`config.mk`:
```
export PLATFORM = sky130hd
export DESIGN_NAME = load_store_unit_flat
export DESIGN_NICKNAME = d
export VERILOG_FILES = /design/src/rtl/load_store_unit_if.sv /design/src/rtl/load_store_unit.sv /design/src/flat_wrapper.sv
export SDC_FILE = /design/constraint.sdc
export NUM_CORES = 1
export LEC_CHECK = 0
export CORE_MARGIN = 2
export CORE_UTILIZATION = 35
export DETAILED_ROUTE_END_ITERATION = 10
export PLACE_DENSITY_LB_ADDON = 0.12
export RECOVER_POWER = 100
export SETUP_SLACK_MARGIN = 0.15
export SLEW_MARGIN = 20
export SYNTH_ARGS = -nofsm -noshare
export SYNTH_HDL_FRONTEND = slang
export SYNTH_SLANG_ARGS = --single-unit
```
`constraint.sdc`:
```
create_clock -name clk -period 3.7 [get_ports clk]
set_input_delay 0.555 -clock clk [delete_from_list [all_inputs] [get_ports clk]]
set_output_delay 0.555 -clock clk [all_outputs]
set_load 0.005 [all_outputs]
```
`src/rtl/load_store_unit_if.sv`:
```
// Core-side request/response and data-memory signals of the load/store unit.
// The LSU takes the slave view; the core/memory environment takes the master view.
interface load_store_unit_if #(
  parameter int DATA_WIDTH = 32,
  parameter int ADDR_WIDTH = 32
);
  logic                  mem_req;
  logic                  mem_we;
  logic [2:0]            funct3;
  logic [ADDR_WIDTH-1:0] addr;
  logic [DATA_WIDTH-1:0] wdata;
  logic [DATA_WIDTH-1:0] rdata;
  logic                  stall;
  logic                  misalign;
  logic                  dm_wr_en;
  logic [ADDR_WIDTH-1:0] dm_addr;
  logic [DATA_WIDTH-1:0] dm_wr_data;
  logic [DATA_WIDTH-1:0] dm_rd_data;

  modport master (
    output mem_req, mem_we, funct3, addr, wdata, dm_rd_data,
    input  rdata, stall, misalign, dm_wr_en, dm_addr, dm_wr_data
  );

  modport slave (
    input  mem_req, mem_we, funct3, addr, wdata, dm_rd_data,
    output rdata, stall, misalign, dm_wr_en, dm_addr, dm_wr_data
  );
endinterface

```
`src/rtl/load_store_unit.sv`:
```
// RV32I load/store unit for a word-only data memory: load extraction/extension,
// read-modify-write for SB/SH, misalignment suppression. LSU_FAULT_CNT_EN adds fault_cnt.
module load_store_unit #(
  parameter int DATA_WIDTH = 32,
  parameter int ADDR_WIDTH = 32
) (
  input  logic                 clk,
  input  logic                 reset,
  load_store_unit_if.slave     bus
`ifdef LSU_FAULT_CNT_EN
  ,
  output logic [15:0]          fault_cnt
`endif
);

  typedef enum logic {IDLE, WRITE} state_e;

  state_e                state_q, state_d;
  logic [DATA_WIDTH-1:0] merge_q, merge_d;
  logic [ADDR_WIDTH-1:0] addr_q, addr_d;

  logic                  valid_op;
  logic                  misaligned;
  logic [7:0]            byte_lane;
  logic [15:0]           half_lane;
  logic [DATA_WIDTH-1:0] load_word;
  logic [DATA_WIDTH-1:0] merged;

  function automatic logic [31:0] ext_byte(input logic [7:0] b, input logic sgn);
    logic signed [31:0] s;
    s = $signed(b);
    return sgn ? s : {24'b0, b};
  endfunction

  function automatic logic [31:0] ext_half(input logic [15:0] h, input logic sgn);
    logic signed [31:0] s;
    s = $signed(h);
    return sgn ? s : {16'b0, h};
  endfunction

  always_comb begin
    byte_lane = bus.dm_rd_data[{bus.addr[1:0], 3'b000} +: 8];
    half_lane = bus.dm_rd_data[{bus.addr[1], 4'b0000} +: 16];

    // Stores only exist for byte/half/word; the unsigned encodings are load-only.
    case (bus.funct3)
      3'b000, 3'b001, 3'b010: valid_op = 1'b1;
      3'b100, 3'b101:         valid_op = !bus.mem_we;
      default:                valid_op = 1'b0;
    endcase

    case (bus.funct3[1:0])
      2'b01:   misaligned = bus.addr[0];
      2'b10:   misaligned = |bus.addr[1:0];
      default: misaligned = 1'b0;
    endcase

    case (bus.funct3)
      3'b000:  load_word = ext_byte(byte_lane, 1'b1);
      3'b100:  load_word = ext_byte(byte_lane, 1'b0);
      3'b001:  load_word = ext_half(half_lane, 1'b1);
      3'b101:  load_word = ext_half(half_lane, 1'b0);
      default: load_word = bus.dm_rd_data;
    endcase

    merged = bus.dm_rd_data;
    if (bus.funct3[0]) merged[{bus.addr[1], 4'b0000} +: 16] = bus.wdata[15:0];
    else               merged[{bus.addr[1:0], 3'b000} +: 8] = bus.wdata[7:0];
  end

  always_comb begin
    state_d        = state_q;
    merge_d        = merge_q;
    addr_d         = addr_q;
    bus.rdata      = '0;
    bus.stall      = 1'b0;
    bus.misalign   = 1'b0;
    bus.dm_wr_en   = 1'b0;
    bus.dm_addr    = {bus.addr[ADDR_WIDTH-1:2], 2'b00};
    bus.dm_wr_data = bus.wdata;

    if (!reset) begin
      case (state_q)
        IDLE: begin
          if (bus.mem_req && valid_op) begin
            if (misaligned) begin
              bus.misalign = 1'b1;
            end else if (!bus.mem_we) begin
              bus.rdata = load_word;
            end else if (bus.funct3[1]) begin
              bus.dm_wr_en = 1'b1;
            end else begin
              // Partial store: capture the merged word now, write it next cycle.
              bus.stall = 1'b1;
              merge_d   = merged;
              addr_d    = bus.addr;
              state_d   = WRITE;
            end
          end
        end
        WRITE: begin
          bus.dm_wr_en   = 1'b1;
          bus.dm_wr_data = merge_q;
          bus.dm_addr    = {addr_q[ADDR_WIDTH-1:2], 2'b00};
          state_d        = IDLE;
        end
        default: state_d = IDLE;
      endcase
    end
  end

  always_ff @(posedge clk or posedge reset) begin
    if (reset) begin
      state_q <= IDLE;
      merge_q <= '0;
      addr_q  <= '0;
    end else begin
      state_q <= state_d;
      merge_q <= merge_d;
      addr_q  <= addr_d;
    end
  end

`ifdef LSU_FAULT_CNT_EN
  logic [15:0] fault_cnt_q, fault_cnt_d;

  function automatic logic [15:0] sat_inc16(input logic [15:0] v);
    return (v == 16'hFFFF) ? v : v + 16'd1;
  endfunction

  always_comb fault_cnt_d = bus.misalign ? sat_inc16(fault_cnt_q) : fault_cnt_q;

  always_ff @(posedge clk or posedge reset) begin
    if (reset) fault_cnt_q <= '0;
    else       fault_cnt_q <= fault_cnt_d;
  end

  assign fault_cnt = fault_cnt_q;
`else
  // Without the counter, misalignment is reported only on the misalign output.
`endif

endmodule

```
`src/flat_wrapper.sv`:
```
// flat-port wrapper written by rule: the top's interface ports become plain ports
module load_store_unit_flat 
#(
  parameter int DATA_WIDTH = 32,
  parameter int ADDR_WIDTH = 32
)
  (clk, reset, bus_mem_req, bus_mem_we, bus_funct3, bus_addr, bus_wdata, bus_dm_rd_data, bus_rdata, bus_stall, bus_misalign, bus_dm_wr_en, bus_dm_addr, bus_dm_wr_data);
  load_store_unit_if #(.DATA_WIDTH(DATA_WIDTH), .ADDR_WIDTH(ADDR_WIDTH)) bus_i ();
  input  logic clk;
  input  logic reset;
  input wire logic [$bits(bus_i.mem_req)-1:0] bus_mem_req;
  input wire logic [$bits(bus_i.mem_we)-1:0] bus_mem_we;
  input wire logic [$bits(bus_i.funct3)-1:0] bus_funct3;
  input wire logic [$bits(bus_i.addr)-1:0] bus_addr;
  input wire logic [$bits(bus_i.wdata)-1:0] bus_wdata;
  input wire logic [$bits(bus_i.dm_rd_data)-1:0] bus_dm_rd_data;
  output wire logic [$bits(bus_i.rdata)-1:0] bus_rdata;
  output wire logic [$bits(bus_i.stall)-1:0] bus_stall;
  output wire logic [$bits(bus_i.misalign)-1:0] bus_misalign;
  output wire logic [$bits(bus_i.dm_wr_en)-1:0] bus_dm_wr_en;
  output wire logic [$bits(bus_i.dm_addr)-1:0] bus_dm_addr;
  output wire logic [$bits(bus_i.dm_wr_data)-1:0] bus_dm_wr_data;
  assign bus_i.mem_req = bus_mem_req;
  assign bus_i.mem_we = bus_mem_we;
  assign bus_i.funct3 = bus_funct3;
  assign bus_i.addr = bus_addr;
  assign bus_i.wdata = bus_wdata;
  assign bus_i.dm_rd_data = bus_dm_rd_data;
  assign bus_rdata = bus_i.rdata;
  assign bus_stall = bus_i.stall;
  assign bus_misalign = bus_i.misalign;
  assign bus_dm_wr_en = bus_i.dm_wr_en;
  assign bus_dm_addr = bus_i.dm_addr;
  assign bus_dm_wr_data = bus_i.dm_wr_data;
  load_store_unit #(.DATA_WIDTH(DATA_WIDTH), .ADDR_WIDTH(ADDR_WIDTH)) u_core (.clk(clk), .reset(reset), .bus(bus_i));
endmodule
```
==> results.json <==
{
  "r2r_cells": 6,
  "cts.sinks": 63,
  "worstMarginPinSlew_ps": 1634,
  "antenna_cells": 0,
  "ioPinCount": 202,
  "synthDistinctLibCells": 40,
  "final.min_clock_period_ps": 3559,
  "viasPerCell": 5.245,
  "postCtsHoldBufs": 0,
  "postRouteAntennaNets": 0,
  "syn_avg_cell_area_um2": 8.690,
  "port_buffers": 199,
  "start_util_pct": 35.43,
  "power.density_mw_per_mm2": 341.6,
  "final_cell_mix": "nand2_1, clkdlybuf4s50_1, dlygate4sd3_1",
  "rows": 44,
  "finalMaxSlewViolations": 64,
  "fp.dieH_um": 124.8,
  "cts_buffers": 9,
  "fin_crit_sh_pct": 96.19,
  "rrSetupSlack_ps": 840,
  "clk_path_buf_depth": 2,
  "grt_pass1_vias": 5196,
  "grt_first_pass_wirelength_um": 28750,
  "area_growth_pct": 45.03,
  "core_area_mm2": 0.01442,
  "h-tree-depth": 3,
  "drt_iter0_drc": 305,
  "routed-via-count": 5093,
  "grt.overflow.total": 0,
  "finalNonFillerCells": 971,
  "place_congestion": 0.8717,
  "clkTransAtPathRegs_ps": 50,
  "status": "finished with violations",
  "yosysSeqAreaShare_pct": 30.85,
  "synthCells": 588,
  "die-area_mm2": 0.01558,
  "yosys_warnings": 0,
  "critPathKind": "in -> out",
  "crit_path_end_kind": "output port",
  "cts_tree": "done",
  "ir_drop_uv": 191.3,
  "netlist_area_mm2": 0.005110,
  "grt_max_degree": 64,
  "start_kind": "input port",
  "wl_per_cell_um": 18.23,
  "whs_ps": 488.4,
  "antenna_found_initial": 1,
  "hold_viol": 0,
  "dpl.hpwl_um": 13010,
  "max_slew_margin_pct": -8.902,
  "rsz0062_at_grt": "true",
  "violations": "max-capacitance violations, max-slew violations",
  "gr-usage-all-layers_pct": 23.02,
  "hp-class": "reg -> reg",
  "arrival_ps": 3000,
  "fill_cells": 1436,
  "nets": 893,
  "dp.cells": 950,
  "wl_um": 17700,
  "drv_cap": 1,
  "crit_path_max_fanout": 4,
  "dr.pass1.iters": 5,
  "hold_path_depth": 1,
  "final_common_cell": "nand2_1",
  "setup_viol": 0,
  "ctsRootBufferMaster": "clkbuf_16",
  "die_w_um": 124.8,
  "ys_ff_latch": 63,
  "drcViolationCount": 0,
  "cp.required_ps": 3140,
  "drive_gt1_share_pct": 9.657,
  "leakage_nw": 3.502,
  "clock.fmax_mhz": 281.0,
  "clkLatencyLatePin_ps": 340,
  "fin_worst_skew_ps": 6.099
}
per-layer routing:
metal  vias up  global-route usage, %  routed length (µm)
li1       2461                      -                   -
met1      2400                  30.90                8054
met2       192                  36.07                7818
met3        40                  4.811                1220
met4         0                  9.608                 604
met5         -                      0                   0
Yosys cell counts:
library cell / number / area [µm²]
nand2_1: 191 / 716.9
a32o_1: 7 / 70.07
dfrtp_1: 63 / 1577
a22o_1: 2 / 17.52
o2bb2ai_1: 1 / 8.760
mux2i_1: 34 / 340.3
buf_6: 6 / 67.56
inv_1: 11 / 41.29
and4b_1: 1 / 10.01
nor2_1: 29 / 108.9
a21oi_1: 32 / 160.2
nor4bb_1: 3 / 30.03
a22oi_1: 7 / 52.55
a2111oi_2: 1 / 15.01
nand3_1: 1 / 5.000
o221a_2: 7 / 78.83
or4b_1: 1 / 10.01
or3_1: 1 / 6.260
mux2_2: 13 / 146.4
buf_4: 2 / 15.01
buf_2: 4 / 20.02
ha_1: 8 / 100.1
a2111o_1: 2 / 22.52
a41oi_1: 1 / 8.760
nand2b_1: 2 / 12.51
mux2_4: 58 / 870.8
a21bo_2: 1 / 10.01
buf_1: 3 / 11.26
o21a_1: 1 / 7.510
nor2b_1: 4 / 25.02
nor3_1: 16 / 80.08
or3b_2: 1 / 8.760
conb_1: 1 / 3.750
a21o_1: 1 / 7.510
clkbuf_1: 34 / 127.6
and2_1: 3 / 18.77
o21ai_0: 2 / 10.01
o32a_1: 1 / 10.01
a221oi_1: 31 / 271.5
or2_2: 1 / 6.260
power breakdown:
| group | total [mW] | internal, mW | switching (mW) |
|---|---|---|---|
| sequential | 0.994 | 0.888 | 0.106 |
| clock | 0.871 | 0.543 | 0.329 |
| combinational | 0.666 | 0.368 | 0.298 |
critical path, stage by stage:
cell and delay, ps:
dlygate4sd2_1 240, inv_1 80, ha_1 220, or3b_2 450
o32a_1 200, clkbuf_1 130, a2111oi_2 300, buf_4 190
o221a_2 160, clkdlybuf4s50_1 490
worst paths after layout:
check                                      to             start
max in group asynchronous  u_core.merge_q[23]             reset
setup / recovery                bus_rdata[12]     bus_funct3[1]
hold reg to reg              u_core.addr_q[4]  u_core.addr_q[4]
hold / removal               u_core.addr_q[4]  u_core.addr_q[4]
min in group asynchronous      u_core.state_q             reset
setup reg to reg            u_core.addr_q[24]    u_core.state_q
sequential cells by signal (all words and copies together) (netlist names):
name            flops
u_core.addr_q      30
u_core.merge_q     32
u_core.state_q      1
per-stage QoR:
| stage | setup TNS, ps | setup WS [ps] | util, % | power [mW] | instance area [µm²] |
|---|---|---|---|---|---|
| 3_3_place_gp | -1559 | -103.4 | 50.79 | 1.820 | 7326 |
| 6_report | 0 | 141.1 | 51.38 | 2.532 | 7411 |
| 4_1_cts | 0 | 124.7 | 53.04 | 2.731 | 7650 |
| 3_5_place_dp | -2156 | -178.9 | 50.79 | 1.840 | 7326 |
| 2_1_floorplan | 0 | 439.4 | - | 1.479 | 5114 |
| 5_1_grt | 0 | 68.00 | 51.38 | 2.681 | 7411 |
timing repair:
action	4_1_cts	5_1_grt
gates resized for setup	31	8
pin swaps	2	1
setup endpoints to repair	33	20
buffers inserted	3	2
gates cloned	0	0
kinds of logic (layout without fill, tap and decap cells):
kind of cell,after synthesis,in the layout,synth area share [%]
mux,105,105,26.57
flops,63,63,30.85
simple gates,254,254,20.32
buf+inv,60,258,5.534
fa+ha+maj,8,8,1.959
other cells,1,2,0.07339
compound gates,97,97,14.69
area by class of cell:
type	count	area, µm²	share of cell area, %
flip-flops and latches	63	1577	21.27
clock buffers	10	239.0	3.225
repair buffers	231	2198	29.66
clock inverters	6	68.82	0.9286
inverters	11	41.29	0.5571
multi-input cells	466	3057	41.25
well taps	184	230.2	3.107
Power figures use the tool's default switching activity.
